## config.mk

```make
export PLATFORM = sky130hd
export DESIGN_NAME = if_fetch_redirect_flat
export DESIGN_NICKNAME = d
export VERILOG_FILES = /design/src/rtl/if_fetch_redirect_if.sv /design/src/rtl/if_fetch_redirect.sv /design/src/flat_wrapper.sv
export SDC_FILE = /design/constraint.sdc
export NUM_CORES = 1
export LEC_CHECK = 0
export ABC_AREA = 1
export ABC_CLOCK_PERIOD_IN_PS = 3550
export CORE_MARGIN = 2
export CORE_UTILIZATION = 57
export DETAILED_ROUTE_END_ITERATION = 8
export GPL_TIMING_DRIVEN = 0
export MAX_ROUTING_LAYER = met4
export PLACE_DENSITY = 0.89
export SLEW_MARGIN = 5
export SYNTH_ARGS = -nofsm -noshare
export SYNTH_HDL_FRONTEND = slang
export SYNTH_SLANG_ARGS = --single-unit
export TNS_END_PERCENT = 100
```

## constraint.sdc

```tcl
create_clock -name clk -period 3.55 [get_ports clk]
set_input_delay 0.355 -clock clk [delete_from_list [all_inputs] [get_ports clk]]
set_output_delay 0.355 -clock clk [all_outputs]
set_load 0.03 [all_outputs]
```

## src/rtl/if_fetch_redirect_if.sv

```systemverilog
// Instruction-memory read handshake between the IF fetch unit and the memory.
// master: fetch unit (issues reads), slave: instruction memory (responds).
interface if_fetch_redirect_if;
  logic        imem_read;
  logic [15:0] imem_address;
  logic        imem_resp;
  logic [15:0] imem_rdata;

  modport master (
    output imem_read,
    output imem_address,
    input  imem_resp,
    input  imem_rdata
  );

  modport slave (
    input  imem_read,
    input  imem_address,
    output imem_resp,
    output imem_rdata
  );
endinterface

```

## src/rtl/if_fetch_redirect.sv

```systemverilog
// IF-stage fetch and PC unit for the LC-3b pipeline.
// Owns the PC, issues instruction-memory reads (at most one outstanding),
// presents fetched words to IF/ID through a one-entry output register backed
// by a one-entry skid buffer, and redirects fetch on a taken EX branch.
// A redirect that lands while a read is outstanding is parked in pend_pc_r;
// the read is allowed to finish at its original address and its data dropped.
// Optional feature macro: FETCH_PERF_CNT_EN adds perf_redirects/perf_squashed.
module if_fetch_redirect #(
  parameter logic [15:0] RESET_PC = 16'h0000
) (
  input  logic                 clk,
  input  logic                 rst,
  input  logic                 branch_enable,
  input  logic [15:0]          br_addr,
  input  logic                 stall,
  if_fetch_redirect_if.master  imem,
  output logic                 if_valid,
  output logic [15:0]          if_pc,
  output logic [15:0]          if_pc_plus2,
  output logic [15:0]          if_ir,
  output logic                 flush
`ifdef FETCH_PERF_CNT_EN
  ,
  output logic [31:0]          perf_redirects,
  output logic [31:0]          perf_squashed
`endif
);

  typedef enum logic [1:0] {
    ST_REQ     = 2'd0,
    ST_DISCARD = 2'd1,
    ST_HOLD    = 2'd2
  } state_t;

  state_t      state_r;
  state_t      state_n;
  logic [15:0] pc_r;
  logic [15:0] pc_n;
  logic [15:0] pend_pc_r;
  logic [15:0] pend_pc_n;
  logic [15:0] pc_plus2_s;

  logic        if_valid_r;
  logic [15:0] if_pc_r;
  logic [15:0] if_pc_plus2_r;
  logic [15:0] if_ir_r;

  logic        skid_valid_r;
  logic [15:0] skid_pc_r;
  logic [15:0] skid_ir_r;

  logic        can_load_s;
  logic        consume_s;
  logic        out_load_mem_s;
  logic        out_load_skid_s;
  logic        skid_load_s;
  logic        drop_resp_s;

  assign pc_plus2_s = pc_r + 16'd2;
  // Output register may take a new word when it is empty or drained this edge.
  assign can_load_s = !if_valid_r || !stall;
  assign consume_s  = if_valid_r && !stall;

  assign if_valid    = if_valid_r;
  assign if_pc       = if_pc_r;
  assign if_pc_plus2 = if_pc_plus2_r;
  assign if_ir       = if_ir_r;

  // FSM state register.
  always_ff @(posedge clk) begin
    if (rst) begin
      state_r <= ST_REQ;
    end else begin
      state_r <= state_n;
    end
  end

  // Next-state, next-PC and datapath load decisions.
  always_comb begin
    state_n         = state_r;
    pc_n            = pc_r;
    pend_pc_n       = pend_pc_r;
    out_load_mem_s  = 1'b0;
    out_load_skid_s = 1'b0;
    skid_load_s     = 1'b0;
    drop_resp_s     = 1'b0;
    case (state_r)
      ST_REQ: begin
        if (imem.imem_resp && branch_enable) begin
          // Redirect beats a same-cycle response; the word is dropped.
          drop_resp_s = 1'b1;
          pc_n        = br_addr;
          state_n     = ST_REQ;
        end else if (imem.imem_resp) begin
          pc_n = pc_plus2_s;
          if (can_load_s) begin
            out_load_mem_s = 1'b1;
            state_n        = ST_REQ;
          end else begin
            skid_load_s = 1'b1;
            state_n     = ST_HOLD;
          end
        end else if (branch_enable) begin
          // Address must stay put until the memory answers.
          pend_pc_n = br_addr;
          state_n   = ST_DISCARD;
        end else begin
          state_n = ST_REQ;
        end
      end
      ST_DISCARD: begin
        // Youngest redirect wins.
        if (branch_enable) begin
          pend_pc_n = br_addr;
        end else begin
          pend_pc_n = pend_pc_r;
        end
        if (imem.imem_resp) begin
          drop_resp_s = 1'b1;
          state_n     = ST_REQ;
          if (branch_enable) begin
            pc_n = br_addr;
          end else begin
            pc_n = pend_pc_r;
          end
        end else begin
          state_n = ST_DISCARD;
        end
      end
      ST_HOLD: begin
        if (branch_enable) begin
          pc_n    = br_addr;
          state_n = ST_REQ;
        end else if (!stall) begin
          out_load_skid_s = 1'b1;
          state_n         = ST_REQ;
        end else begin
          state_n = ST_HOLD;
        end
      end
      default: begin
        state_n = ST_REQ;
      end
    endcase
  end

  // FSM outputs: memory request, address and pipeline flush.
  always_comb begin
    imem.imem_read    = 1'b0;
    imem.imem_address = pc_r;
    flush             = branch_enable;
    case (state_r)
      ST_REQ:     imem.imem_read = !rst;
      ST_DISCARD: imem.imem_read = !rst;
      ST_HOLD:    imem.imem_read = 1'b0;
      default:    imem.imem_read = 1'b0;
    endcase
  end

  // PC and parked redirect target.
  always_ff @(posedge clk) begin
    if (rst) begin
      pc_r      <= RESET_PC;
      pend_pc_r <= 16'h0000;
    end else begin
      pc_r      <= pc_n;
      pend_pc_r <= pend_pc_n;
    end
  end

  // IF/ID output register: redirect clears, refill beats consume.
  always_ff @(posedge clk) begin
    if (rst) begin
      if_valid_r    <= 1'b0;
      if_pc_r       <= 16'h0000;
      if_pc_plus2_r <= 16'h0000;
      if_ir_r       <= 16'h0000;
    end else if (branch_enable) begin
      if_valid_r <= 1'b0;
    end else if (out_load_mem_s) begin
      if_valid_r    <= 1'b1;
      if_pc_r       <= pc_r;
      if_pc_plus2_r <= pc_plus2_s;
      if_ir_r       <= imem.imem_rdata;
    end else if (out_load_skid_s) begin
      if_valid_r    <= 1'b1;
      if_pc_r       <= skid_pc_r;
      if_pc_plus2_r <= skid_pc_r + 16'd2;
      if_ir_r       <= skid_ir_r;
    end else if (consume_s) begin
      if_valid_r <= 1'b0;
    end
  end

  // Skid buffer: catches a response while the output register is stalled.
  always_ff @(posedge clk) begin
    if (rst) begin
      skid_valid_r <= 1'b0;
      skid_pc_r    <= 16'h0000;
      skid_ir_r    <= 16'h0000;
    end else if (branch_enable) begin
      skid_valid_r <= 1'b0;
    end else if (skid_load_s) begin
      skid_valid_r <= 1'b1;
      skid_pc_r    <= pc_r;
      skid_ir_r    <= imem.imem_rdata;
    end else if (out_load_skid_s) begin
      skid_valid_r <= 1'b0;
    end
  end

`ifdef FETCH_PERF_CNT_EN
  logic [31:0] perf_redirects_r;
  logic [31:0] perf_squashed_r;
  logic [1:0]  squash_inc_s;
  logic [32:0] redir_sum_s;
  logic [32:0] squash_sum_s;

  assign perf_redirects = perf_redirects_r;
  assign perf_squashed  = perf_squashed_r;

  // Per-cycle squash count: dropped response plus valid entries a redirect kills.
  always_comb begin
    squash_inc_s = {1'b0, drop_resp_s}
                 + {1'b0, branch_enable & if_valid_r}
                 + {1'b0, branch_enable & skid_valid_r};
    redir_sum_s  = {1'b0, perf_redirects_r} + {32'd0, branch_enable};
    squash_sum_s = {1'b0, perf_squashed_r} + {31'd0, squash_inc_s};
  end

  // Saturating performance counters.
  always_ff @(posedge clk) begin
    if (rst) begin
      perf_redirects_r <= 32'd0;
      perf_squashed_r  <= 32'd0;
    end else begin
      perf_redirects_r <= redir_sum_s[32]  ? 32'hFFFF_FFFF : redir_sum_s[31:0];
      perf_squashed_r  <= squash_sum_s[32] ? 32'hFFFF_FFFF : squash_sum_s[31:0];
    end
  end
`endif

endmodule

```

## src/flat_wrapper.sv

```systemverilog
// flat-port wrapper written by rule: the top's interface ports become plain ports
module if_fetch_redirect_flat 
#(
  parameter logic [15:0] RESET_PC = 16'h0000
)
  (clk, rst, branch_enable, br_addr, stall, if_valid, if_pc, if_pc_plus2, if_ir, flush, imem_imem_read, imem_imem_address, imem_imem_resp, imem_imem_rdata);
  if_fetch_redirect_if imem_i ();
  input  logic clk;
  input  logic rst;
  input  logic branch_enable;
  input  logic [15:0] br_addr;
  input  logic stall;
  output logic if_valid;
  output logic [15:0] if_pc;
  output logic [15:0] if_pc_plus2;
  output logic [15:0] if_ir;
  output logic flush;
  output wire logic [$bits(imem_i.imem_read)-1:0] imem_imem_read;
  output wire logic [$bits(imem_i.imem_address)-1:0] imem_imem_address;
  input wire logic [$bits(imem_i.imem_resp)-1:0] imem_imem_resp;
  input wire logic [$bits(imem_i.imem_rdata)-1:0] imem_imem_rdata;
  assign imem_imem_read = imem_i.imem_read;
  assign imem_imem_address = imem_i.imem_address;
  assign imem_i.imem_resp = imem_imem_resp;
  assign imem_i.imem_rdata = imem_imem_rdata;
  if_fetch_redirect #(.RESET_PC(RESET_PC)) u_core (.clk(clk), .rst(rst), .branch_enable(branch_enable), .br_addr(br_addr), .stall(stall), .imem(imem_i), .if_valid(if_valid), .if_pc(if_pc), .if_pc_plus2(if_pc_plus2), .if_ir(if_ir), .flush(flush));
endmodule
```

==> results.toml, run 1 <==
[placed_design]
hpwl_mm = 13.1
gp_congestion = 1.01
numPortBuffers = 102
dp_worst_setup_slack_ns = 0.766

[power]
cellLeakagePower_nw = 3.02
power_switching_mw = 1.14
comb_power_share_pct = 15.9
p_seq_share_pct = 36.5
cellInternalPower_mw = 2.76
ir_drop_mv = 0.315
p_clk_share_pct = 47.6
p_sw_share_pct = 29.2
powerDensity_nw_per_um2 = 513
power_mw = 3.90

[setup_path]
worst_setup_path_end_kind = "primary output"
critPathLaunchType = "primary input"
worstPathRequired_ns = 3.19
worst-path-max-fanout = 10
worstPathArrival_ns = 2.51
crit_type = "primary input to primary output"

[finish]
final_layout_size_suffix_gt1_share_pct = 8.32
n_fill_cell = 749
area_growth_pct = 31.6
diodes = 0
layout_commonest_cell = "nand2_1"
layout_common_cells = "nand2_1, o21ai_0, dfxtp_1"
fin_nets = 1003

[die]
start_util_pct = 58.8
io_pins = 104
die_x_um = 105
core-area_sq_um = 9820
dieArea_sq_um = 10900
die_h_um = 105
num_rows = 36

[yosys]
synth_nets = 882
syn_inst = 839
yosysTopAreaCell = "dfxtp_1"
synth_seq_area_share_pct = 39.5
ys_warn_count = 0
synth-seq-cells = 114
syn_area_sq_um = 5770
ys_types = 36
avgSynthCellArea_sq_um = 6.88
synth_top_area_share_pct = 39.5
synth_area_leaders = "dfxtp_1, nand2_1, o21ai_0, a21oi_1, nor2_1"

[global_route]
antenna_found_initial = 0
busiest_layer = "met2"
grt_pass1_vias = 5881
grt_pass1_wl_mm = 29.9
met1_usage_pct = 43.7
grt_overflow = 0
grt_usage_pct = 35.1
grtUsageMet3_pct = 6.61
grt_max_degree = 17
global_route.usage.met2_pct = 55.9

[clock_tree]
cts_buffer_depth = 2
cts_root_buffer = "clkbuf_8"
cts_htree_levels = 4
cts_tree = "yes"
clkTransAtPathRegs_ns = 0.06
post_cts_buffers = 0
insertion_delay_ns = 0.53
cts_hold_buf = 0
cts_sinks = 114
cts_buffers = 17
cts_resized = 0

[route]
first_iter_violations = 612
via_count = 6445
wl_per_cell_um = 17.1
ant_nets = 0
vias_per_cell = 5.83
dr.pass1.iters = 7
routed_wirelength_mm = 18.9
drc = 0

[timing]
max-slew-margin-rel_pct = 54.3
worst_clock_skew_ns = 0.00582
fin_crit_sh_pct = 80.8
final.min_clock_period_ns = 2.87
rsz0062_at_grt = "no"
maxSlewViolCount = 0
setup_viol = 0
max_freq_mhz = 349
fin_ws_ns = 0.683
fin_tns_setup_ns = 0
hold_viol = 0
worst_pin_slew_ns = 0.686

[job]
maxCapViolCount = 0

[status]
outcome = "finished, final reports clean"

[hold_path]
holdCritPathClass = "primary input to flip-flop"
[area by class of cell]
type	count	area, sq um	area share, %
Timing Repair Buffer	102	1020	13.4
Buffer	57	317	4.17
Clock buffer	17	414	5.45
Sequential cell	114	2280	30.1
Clock inverter	15	221	2.92
Inverter	74	280	3.69
Tap cell	133	166	2.19
Multi-Input combinational cell	594	2890	38.1
[Yosys cell counts]
library cell  count
xor2_1            5
nor3_1            1
nand2_4           1
nand3_1          35
a21o_1            1
inv_1            69
nor2_1           82
xnor2_1           2
buf_4            16
o21ai_1          11
o21bai_1          4
nand2_1         180
o211a_1           1
inv_2             3
a311oi_1          9
nor2_2            2
buf_2            16
o21ai_4           1
a31oi_1          31
nor4_1            1
clkinv_1          1
nor2_4            2
inv_4             1
a211oi_1          2
dfxtp_1         114
nand2_2           2
o211ai_1          7
o22ai_1           8
a21oi_1          70
or2_2             2
clkbuf_1         22
buf_6             3
o21ai_0         119
a22o_1            1
nand4_1           8
ha_1              6
[power groups by stage]
stage / clock network (mW) / logic [mW] / registers (mW)
final: 1.86 / 0.620 / 1.42
after global routing: 1.91 / 0.662 / 1.43
after global placement: 0 / 0.592 / 1.44
after floorplan: 0 / 0.267 / 1.53
after CTS: 1.85 / 0.609 / 1.42
after detailed placement: 0 / 0.600 / 1.44
[through the flow]
stage | instance area, sq um | std cells | util, % | hold slack, ns
detailed placement | 6960 | 1074 | 70.9 | 0.443
floorplan | 5770 | 839 | - | 0.424
CTS | 7590 | 1106 | 77.3 | 0.420
finish | 7590 | 1106 | 77.3 | 0.432
global placement | 6960 | 1074 | 70.9 | 0.435
global route | 7590 | 1106 | 77.3 | 0.452
[cells by family after synthesis]
| group | Yosys count | synth area share (%) |
|---|---|---|
| buffers and inverters | 131 | 10.3 |
| and+or+nand+nor | 316 | 22.4 |
| adders and majority gates | 6 | 1.30 |
| xor gates and xnor gates | 7 | 1.06 |
| DFF | 114 | 39.5 |
| AOI/OAI and AO/OA | 265 | 25.4 |
[critical path, stage by stage]
cell and delay, ns:
clkdlybuf4s50_1 0.49, clkbuf_1 0.45, clkbuf_1 0.50, nor2_1 0.11
clkdlybuf4s50_1 0.61
[registers in the layout, indices dropped and copies added (netlist names)]
signal	cells
u_core.if_ir	16
u_core.if_pc_plus2	16
u_core.imem.imem_address	16
u_core.pend_pc_r	16
u_core.skid_ir_r	16
u_core.skid_pc_r	16
u_core.if_pc	15
u_core.state_r	2
u_core.if_valid	1
[path summary, 6_finish.rpt]
path | from | end | slack, ns | depth (start not counted)
max | rst | imem_imem_read | 0.68 | 5
min | imem_imem_rdata[1] | u_core.if_ir[1]$_SDFFE_PP0P_ | 0.43 | 3
max reg2reg | u_core.state_r[0]$_SDFF_PP0_ | u_core.if_pc_plus2[15]$_SDFFE_PP0P_ | 1.49 | 9
min reg2reg | u_core.pend_pc_r[7]$_SDFFE_PP0P_ | u_core.pend_pc_r[7]$_SDFFE_PP0P_ | 0.45 | 2
[per-layer routing]
metal | part of all wire [%] | routed length (um) | up-vias
li1 | - | - | 3069
met4 | 3.8 | 711 | 0
met2 | 47 | 8800 | 397
met3 | 9.4 | 1770 | 70
met5 | 0 | 0 | -
met1 | 40 | 7620 | 2909
Note: power is estimated with default switching activity, not from simulation.
==> run 2: changes to the inputs <==
ABC_CLOCK_PERIOD_IN_PS = 2600   (was 3550)
CORE_UTILIZATION = 48   (was 57)
PLACE_DENSITY = 0.8   (was 0.89)
clock period = 2.6 ns   (was 3.55 ns; I/O delays follow)
==> results.toml, run 2 (same netlist as run 1, synthesis figures left out) <==
[status]
outcome = "finished, final reports clean"

[timing]
rsz0062_at_grt = "no"
worst_clock_skew_ns = 0.00817
worst_pin_slew_ns = 0.679
max-slew-margin-rel_pct = 54.8
fin_crit_sh_pct = 95.2
setup_viol = 0
maxSlewViolCount = 0
max_freq_mhz = 404
hold_ws_ns = 0.388
final.min_clock_period_ns = 2.48
hold_viol = 0

[route]
drc = 0
via_count = 6245
routed_wirelength_mm = 18.4
first_iter_violations = 488
wl_per_cell_um = 16.4
ant_nets = 0
dr.pass1.iters = 5
vias_per_cell = 5.58

[placed_design]
place_area_sq_um = 6980
hpwl_mm = 13.0
gp_congestion = 0.934
numPortBuffers = 102

[power]
ir_drop_mv = 0.415
cellLeakagePower_nw = 3.04
powerDensity_nw_per_um2 = 711

[die]
dieArea_sq_um = 12900
start_util_pct = 48.6
die_h_um = 114
core-area_sq_um = 11900
io_pins = 104
die_x_um = 114
num_rows = 40

[clock_tree]
clkTransAtPathRegs_ns = 0.06
cts_hold_buf = 0
cts_root_buffer = "clkbuf_16"
insertion_delay_ns = 0.42
cts_buffer_depth = 2
cts_buffers = 17
cts_htree_levels = 4
cts_tree = "yes"
cts_sinks = 114
cts_resized = 1
post_cts_buffers = 0

[setup_path]
worstPathArrival_ns = 2.22
crit_path_frequent_cell = "clkdlybuf4s50_1"
worst_setup_path_end_kind = "primary output"
critPathLaunchType = "primary input"
worstPathCellList = "clkdlybuf4s50_1 -> clkbuf_1 -> clkbuf_2 -> nor2_1 -> clkdlybuf4s50_1"
crit_path_top_delay_cell = "clkdlybuf4s50_1"
worstPathRequired_ns = 2.34
critPathMaxStageDelay_ns = 0.60
crit_type = "primary input to primary output"
worst-path-max-fanout = 10

[global_route]
grt_overflow = 0
antenna_found_initial = 0
grt_usage_pct = 29.5
grt_pass1_wl_mm = 29.1
grt_max_degree = 17
grt_pass1_vias = 5792

[finish]
layout_common_cells = "nand2_1, o21ai_0, dfxtp_1"
final_area_sq_um = 7660
fin_nets = 1003
layout_commonest_cell = "nand2_1"
diodes = 0
area_growth_pct = 32.7
final_layout_size_suffix_gt1_share_pct = 8.43

[job]
maxCapViolCount = 0

[hold_path]
holdCritPathClass = "primary input to flip-flop"
-- run 2: per-layer routing --
layer,part of all wire [%],wire (um),up-vias,global-route usage (%)
li1,-,-,3057,-
met1,42,7800,2827,36.6
met2,46,8450,305,46.9
met3,7.8,1440,56,5.42
met4,3.7,680,0,13.7
met5,0,0,-,-
-- run 2: worst max-delay path: cells and delay by family --
kind / cells / cell delay (ns)
and+or+nand+nor: 1 / 0.09
buffers and inverters: 4 / 1.87
-- run 2: final timing paths --
check | from | to | slack (ns) | depth (start not counted)
worst max-delay path | rst | imem_imem_read | 0.12 | 5
worst min register to register | u_core.pend_pc_r[8]$_SDFFE_PP0P_ | u_core.pend_pc_r[8]$_SDFFE_PP0P_ | 0.45 | 2
worst max register to register | u_core.state_r[0]$_SDFF_PP0_ | u_core.if_pc_plus2[15]$_SDFFE_PP0P_ | 0.56 | 9
worst min-delay path | branch_enable | u_core.state_r[1]$_SDFF_PP0_ | 0.39 | 4
-- run 2: layout make-up --
cell class	count	area [sq um]
Tap cell	147	184
Multi-Input combinational cell	594	2890
Clock buffer	21	480
Inverter	74	280
Fill cell	1060	4210
Timing Repair Buffer	102	1020
Sequential cell	114	2280
Clock inverter	11	199
Buffer	57	318
-- run 2: through the flow --
step	setup TNS [ns]	total power, mW	util (%)	setup slack [ns]	cells
2_1_floorplan	0	2.45	-	0.955	839
5_1_grt	0	5.61	64.5	0.0631	1120
3_3_place_gp	-0.0451	2.79	58.8	-0.0451	1088
4_1_cts	0	5.44	64.5	0.126	1120
3_5_place_dp	-0.0552	2.80	58.8	-0.0552	1088
6_report	0	5.44	64.5	0.125	1120
-- run 2: report_power, final --
| part | total (mW) | internal [mW] | switching (mW) |
|---|---|---|---|
| Clock | 2.66 | 1.81 | 0.852 |
| Combinational | 0.841 | 0.328 | 0.513 |
| Sequential | 1.94 | 1.85 | 0.0927 |
==> run 3: changes to the inputs <==
ABC_CLOCK_PERIOD_IN_PS = 2400   (was 2600)
CORE_UTILIZATION = 53   (was 48)
PLACE_DENSITY = 0.83   (was 0.8)
clock period = 2.4 ns   (was 2.6 ns; I/O delays follow)
==> results.toml, run 3 (same netlist as run 1, synthesis figures left out) <==
[die]
start_util_pct = 53.7
num_rows = 38
dieArea_sq_um = 11700
io_pins = 104
die_x_um = 108
core-area_sq_um = 10700
die_h_um = 108

[finish]
area_growth_pct = 32.0
final_layout_size_suffix_gt1_share_pct = 8.43
fin_nets = 1003
layout.cells.non_filler = 1113
layout_common_cells = "nand2_1, o21ai_0, dfxtp_1"
diodes = 0
post-route-util_pct = 70.9
layout_commonest_cell = "nand2_1"

[route]
ant_nets = 0
routed_wirelength_mm = 18.4
dr.pass1.iters = 7
wl_per_cell_um = 16.5
vias_per_cell = 5.67
drc = 0
first_iter_violations = 610
via_count = 6310

[timing]
max_freq_mhz = 487
hold_viol = 0
fin_crit_sh_pct = 85.5
worst_pin_slew_ns = 0.616
setup_viol = 0
fin_tns_setup_ns = 0
worst_clock_skew_ns = 0.0101
fin_ws_ns = 0.348
maxSlewViolCount = 0
final.min_clock_period_ns = 2.05
max-slew-margin-rel_pct = 59.0
hold_ws_ns = 0.321
rsz0062_at_grt = "no"

[setup_path]
path_buf_inv = 1
worst_setup_path_end_kind = "primary output"
critPathMaxStageDelay_ns = 0.75
crit_start = "u_core.imem.imem_address[10]$_SDFFE_PP0P_"
reg2regPathDepth = 11
worst-path-max-fanout = 9
critPathLaunchType = "flip-flop"
worstPathArrival_ns = 1.81
crit_path_top_delay_cell = "clkdlybuf4s50_1"
worstPathRequired_ns = 2.16
crit_end = "imem_imem_address[10]"
r2r-end = "u_core.if_pc_plus2[4]$_SDFFE_PP0P_"
path_depth = 1
crit_family = "buffers and inverters"
worstPathCellList = "clkdlybuf4s50_1"
crit_type = "flip-flop to primary output"
ff2ff_setup_slack_ns = 0.40
r2r-start = "u_core.state_r[0]$_SDFF_PP0_"

[clock_tree]
cts_buffer_depth = 2
insertion_delay_ns = 0.53
cts_buffers = 17
clkTransAtPathRegs_ns = 0.06
cts_hold_buf = 0
cts_root_buffer = "clkbuf_8"
cts_sinks = 114
cts_tree = "yes"
cts_htree_levels = 4

[placed_design]
hpwl_mm = 13.1
numPortBuffers = 102
numPlacedInstances = 1081
gp_congestion = 0.975
dp_worst_setup_slack_ns = -0.156

[job]
maxCapViolCount = 0

[power]
powerDensity_nw_per_um2 = 759
ir_drop_mv = 0.426
cellLeakagePower_nw = 3.03

[global_route]
grt_pass1_wl_mm = 29.4
grt_pass1_vias = 5874
antenna_found_initial = 0
grt_overflow = 0
grt_max_degree = 17
grt_usage_pct = 33.5

[status]
outcome = "finished, final reports clean"

[hold_path]
holdCritPathClass = "primary input to flip-flop"
## run 3: power breakdown
group	internal (mW)	leakage (nW)	switching [mW]
registers	2.00	0.934	0.100
logic	0.355	1.79	0.550
clock network	1.81	0.308	0.969
total	4.16	3.03	1.62
## run 3: final cells by class
cell class	count	area, sq um
Fill cell	932	3130
Multi-Input combinational cell	594	2890
Sequential cell	114	2280
Timing Repair Buffer	102	1020
Clock buffer	18	418
Buffer	57	319
Inverter	74	280
Clock inverter	14	229
Tap cell	140	175
## run 3: worst min path at each step
| stage | from | end | slack [ns] | cells after the start |
|---|---|---|---|---|
| floorplan | imem_imem_rdata[0] | u_core.if_ir[0]$_SDFFE_PP0P_ | 0.40 | 2 |
| global placement | u_core.pend_pc_r[1]$_SDFFE_PP0P_ | u_core.pend_pc_r[1]$_SDFFE_PP0P_ | 0.44 | 2 |
| detailed placement | u_core.pend_pc_r[0]$_SDFFE_PP0P_ | u_core.pend_pc_r[0]$_SDFFE_PP0P_ | 0.44 | 2 |
| CTS | imem_imem_rdata[0] | u_core.if_ir[0]$_SDFFE_PP0P_ | 0.31 | 3 |
| global route | imem_imem_rdata[3] | u_core.if_ir[3]$_SDFFE_PP0P_ | 0.33 | 3 |
| finish | imem_imem_rdata[0] | u_core.if_ir[0]$_SDFFE_PP0P_ | 0.32 | 3 |
## run 3: metrics by stage
step | power (mW) | instance area [sq um]
floorplan | 2.65 | 5770
global placement | 3.01 | 6970
detailed placement | 3.02 | 6970
CTS | 5.78 | 7610
global route | 5.98 | 7620
finish | 5.78 | 7620
## run 3: timing repair
item,4_1_cts,5_1_grt
buffers inserted,0,0
gates resized for setup,1,3
hold endpoints to repair,0,0
setup endpoints to repair,1,1
cloned,0,0
## run 3: layer usage
metal	up-vias	wire (um)	GRT usage, %
met5	-	0	-
met4	0	813	17.6
met3	64	1640	7.05
met2	344	8300	52.2
met1	2838	7610	41.0
li1	3064	-	-
==> RTL change (config.mk and constraints of run 3) <==
Re-encode `state_t` (3 states) as one-hot, 3 bits wide.
--- a/src/rtl/if_fetch_redirect.sv
+++ b/src/rtl/if_fetch_redirect.sv
@@ -26,10 +26,10 @@
 `endif
 );
 
-  typedef enum logic [1:0] {
-    ST_REQ     = 2'd0,
-    ST_DISCARD = 2'd1,
-    ST_HOLD    = 2'd2
+  typedef enum logic [2:0] {
+    ST_REQ     = 3'b001,
+    ST_DISCARD = 3'b010,
+    ST_HOLD    = 3'b100
   } state_t;
 
   state_t      state_r;
Check against the original RTL: no difference found for any inputs over 4 cycles, from zero or initial values and one cycle with rst high; so few cycles prove little.
==> RTL change against run 3 <==
- worst setup slack worse by 0.14 ns
- sequential cell count up 1
- synthesized area down 1.2%
- clock skew down 0.0052 ns
- first-iteration DRC count down 15%
- cell area down 1.9%
- critical path depth up 5
- wire length down 5.3%
- non-clock buffer count down 7
- largest power group unchanged
- power down 4.9%
- count of clock-buffer cells in the layout unchanged
- utilization up 1.2 points
- combinational power up 7.5%
==> RTL change: results (changes against run 3) <==
synth:
  synth.yosys.seq_area_share_pct: 40.40  # was 39.55%
  synth_compound_area_share_pct: 20.99  # was 25.37%
  async_reset_ff_share_pct: 0  # unchanged
  synthMuxAreaShare_pct: 1.229  # was 0%
  synthTopCellsByCount: "nand2_1 (205), dfxtp_1 (115), o21ai_0 (114), nor2_1 (99), a21oi_1 (97)"  # was nand2_1 (180), o21ai_0 (119), dfxtp_1 (114), nor2_1 (82), a21oi_1 (70)
  synth-warning-count: 0  # unchanged
  synth_fp_nets: 895  # was 882
  ys_top_cells_by_area: "dfxtp_1 (40%), nand2_1 (14%), o21ai_0 (10%), a21oi_1 (8.5%), nor2_1 (6.5%)"  # was dfxtp_1 (40%), nand2_1 (12%), o21ai_0 (10%), a21oi_1 (6.1%), nor2_1 (5.3%)
  synth_xor_area_share_pct: 1.690  # was 1.062%
  synthFlopType: "dfxtp_1"  # unchanged
  synth_cell_types: 38  # was 36
  synth_fa_ha_area_share_pct: 0.4391  # was 1.301%
sta:
  worst_clock_skew_ns: 0.004967  # was 0.01013 ns
  maxSlewHeadroom_pct: 53.87  # was 58.97%
  setup_tns_ns: 0  # unchanged
cells_and_area:
  layout-drive-gt1-share_pct: 8.165  # was 8.428%
  diodes: 0  # unchanged
  final_common_cell: "nand2_1"  # unchanged
  nFillCells: 866  # was 932
  nets: 1018  # was 1003
pwr:
  irDropWorstVdd_uv: 534.6  # was 426.2 uV
  power.leakage_uw: 0.003001  # was 0.003035 uW
routing:
  drt-total-wl_microns: 17390  # was 18370 microns
  dr.pass1.iters: 5  # was 7
  first_iter_violations: 520  # was 610
  avgViaCountPerCell: 5.585  # was 5.669
global_routing:
  antenna_found_initial: 0  # unchanged
  grt_max_degree: 17  # unchanged
  track_usage_pct: 31.02  # was 33.54%
  grt_pass1_wl_microns: 27320  # was 29420 microns
  grt_pass1_vias: 5713  # was 5874
clock_network:
  path_clk_slew_ns: 0.06  # about the same
  cts.htree.levels: 4  # unchanged
  numCtsBuffers: 17  # unchanged
  cts_setup_buffers: 0  # unchanged
  clk_latency_ns: 0.53  # about the same
  ctsResizeCount: 0  # was 1
  cts_root_buffer: "clkbuf_8"  # unchanged
  clockBufferDepth: 2  # unchanged
placed_design:
  portBuffers: 102  # unchanged
  gp_congestion: 0.9400  # was 0.9748
  hpwl_microns: 12400  # was 13100 microns
worst_setup_path:
  worstPathMaxFanout: 4  # was 9
  critPathMaxStageDelay_ns: 0.69  # was 0.75 ns
  arrival_ns: 1.95  # was 1.81 ns
  slowest_stage: "clkdlybuf4s50_1"  # unchanged
worst_hold_path:
  holdCritPathClass: "in2reg"  # unchanged
status:
  status: "finished clean"  # unchanged
## RTL change: cell count changes after synthesis, moves of 7 or more
| cell | before | now |
|---|---|---|
| a21oi_1 | 70 | 97 |
| a31oi_1 | 31 | 3 |
| inv_2 | 3 | 10 |
| o22ai_1 | 8 | 0 |
| buf_4 | 16 | 9 |
| mux2i_1 | 0 | 7 |
| nand2_1 | 180 | 205 |
| a311oi_1 | 9 | 0 |
| nor2_1 | 82 | 99 |
## RTL change: routing by layer
metal	GRT usage, %	vias to the layer above	part of all wire [%]
li1	-	3037	-
met1	38.90	2880	43
met2	49.15	332	45
met3	6.961	51	9.2
met4	11.36	0	2.7
met5	-	-	0
## RTL change: area by class of cell
class,count,share of cell area (%)
tap,136,2.277
clock inverter,14,1.724
clock buffer,18,5.726
timing repair buffer,105,14.06
multi-input combinational,613,38.24
buffer,47,3.114
sequential,115,30.81
inverter,80,4.052
## RTL change: what timing repair did
item                                   4_1_cts  5_1_grt
endpoints found under the hold margin        1        0
setup endpoints to repair                    0        1
hold buffers                                 3        0
## RTL change: path summary, 6_finish.rpt
check                                   start                                  end  slack, ns  cells after the start
max              u_core.state_r[2]$_SDFF_PP0_                       imem_imem_read       0.21                      6
min                                br_addr[1]     u_core.pend_pc_r[1]$_SDFFE_PP0P_       0.37                      3
max reg2reg      u_core.state_r[0]$_SDFF_PP1_  u_core.if_pc_plus2[12]$_SDFFE_PP0P_       0.48                      9
min reg2reg  u_core.skid_ir_r[1]$_SDFFE_PP0P_     u_core.skid_ir_r[1]$_SDFFE_PP0P_       0.45                      2
## RTL change: power by group
group	switching, uW	total (uW)	internal, uW
combinational	604	973	369
clock	980	2390	1410
sequential	125	2140	2020
## RTL change: through the flow
step | area (sq um) | utilization [%] | worst slack (ns) | hold WS (ns) | std cells
floorplan | 5699 | - | 0.6924 | 0.4044 | 856
detailed placement | 6890 | 66.45 | 0.1038 | 0.4413 | 1094
global placement | 6890 | 66.45 | 0.09028 | 0.4342 | 1094
global route | 7473 | 72.07 | 0.1197 | 0.3890 | 1128
CTS | 7477 | 72.10 | 0.004190 | 0.3655 | 1129
finish | 7473 | 72.07 | 0.2092 | 0.3658 | 1128
## RTL change: logic make-up after synthesis
logic type | count (synthesis)
AND/OR/NAND/NOR | 362
AO/OA/AOI/OAI | 231
buffers and inverters | 128
flip-flops | 115
XOR/XNOR | 11
multiplexers | 7
adder cells (fa/ha/maj) | 2
## RTL change: critical path, delay by kind of cell, from the launching register on
kind	cells	cell delay, ns
buffers and inverters	3	0.80
DFF	1	0.33
and+or+nand+nor	3	0.29
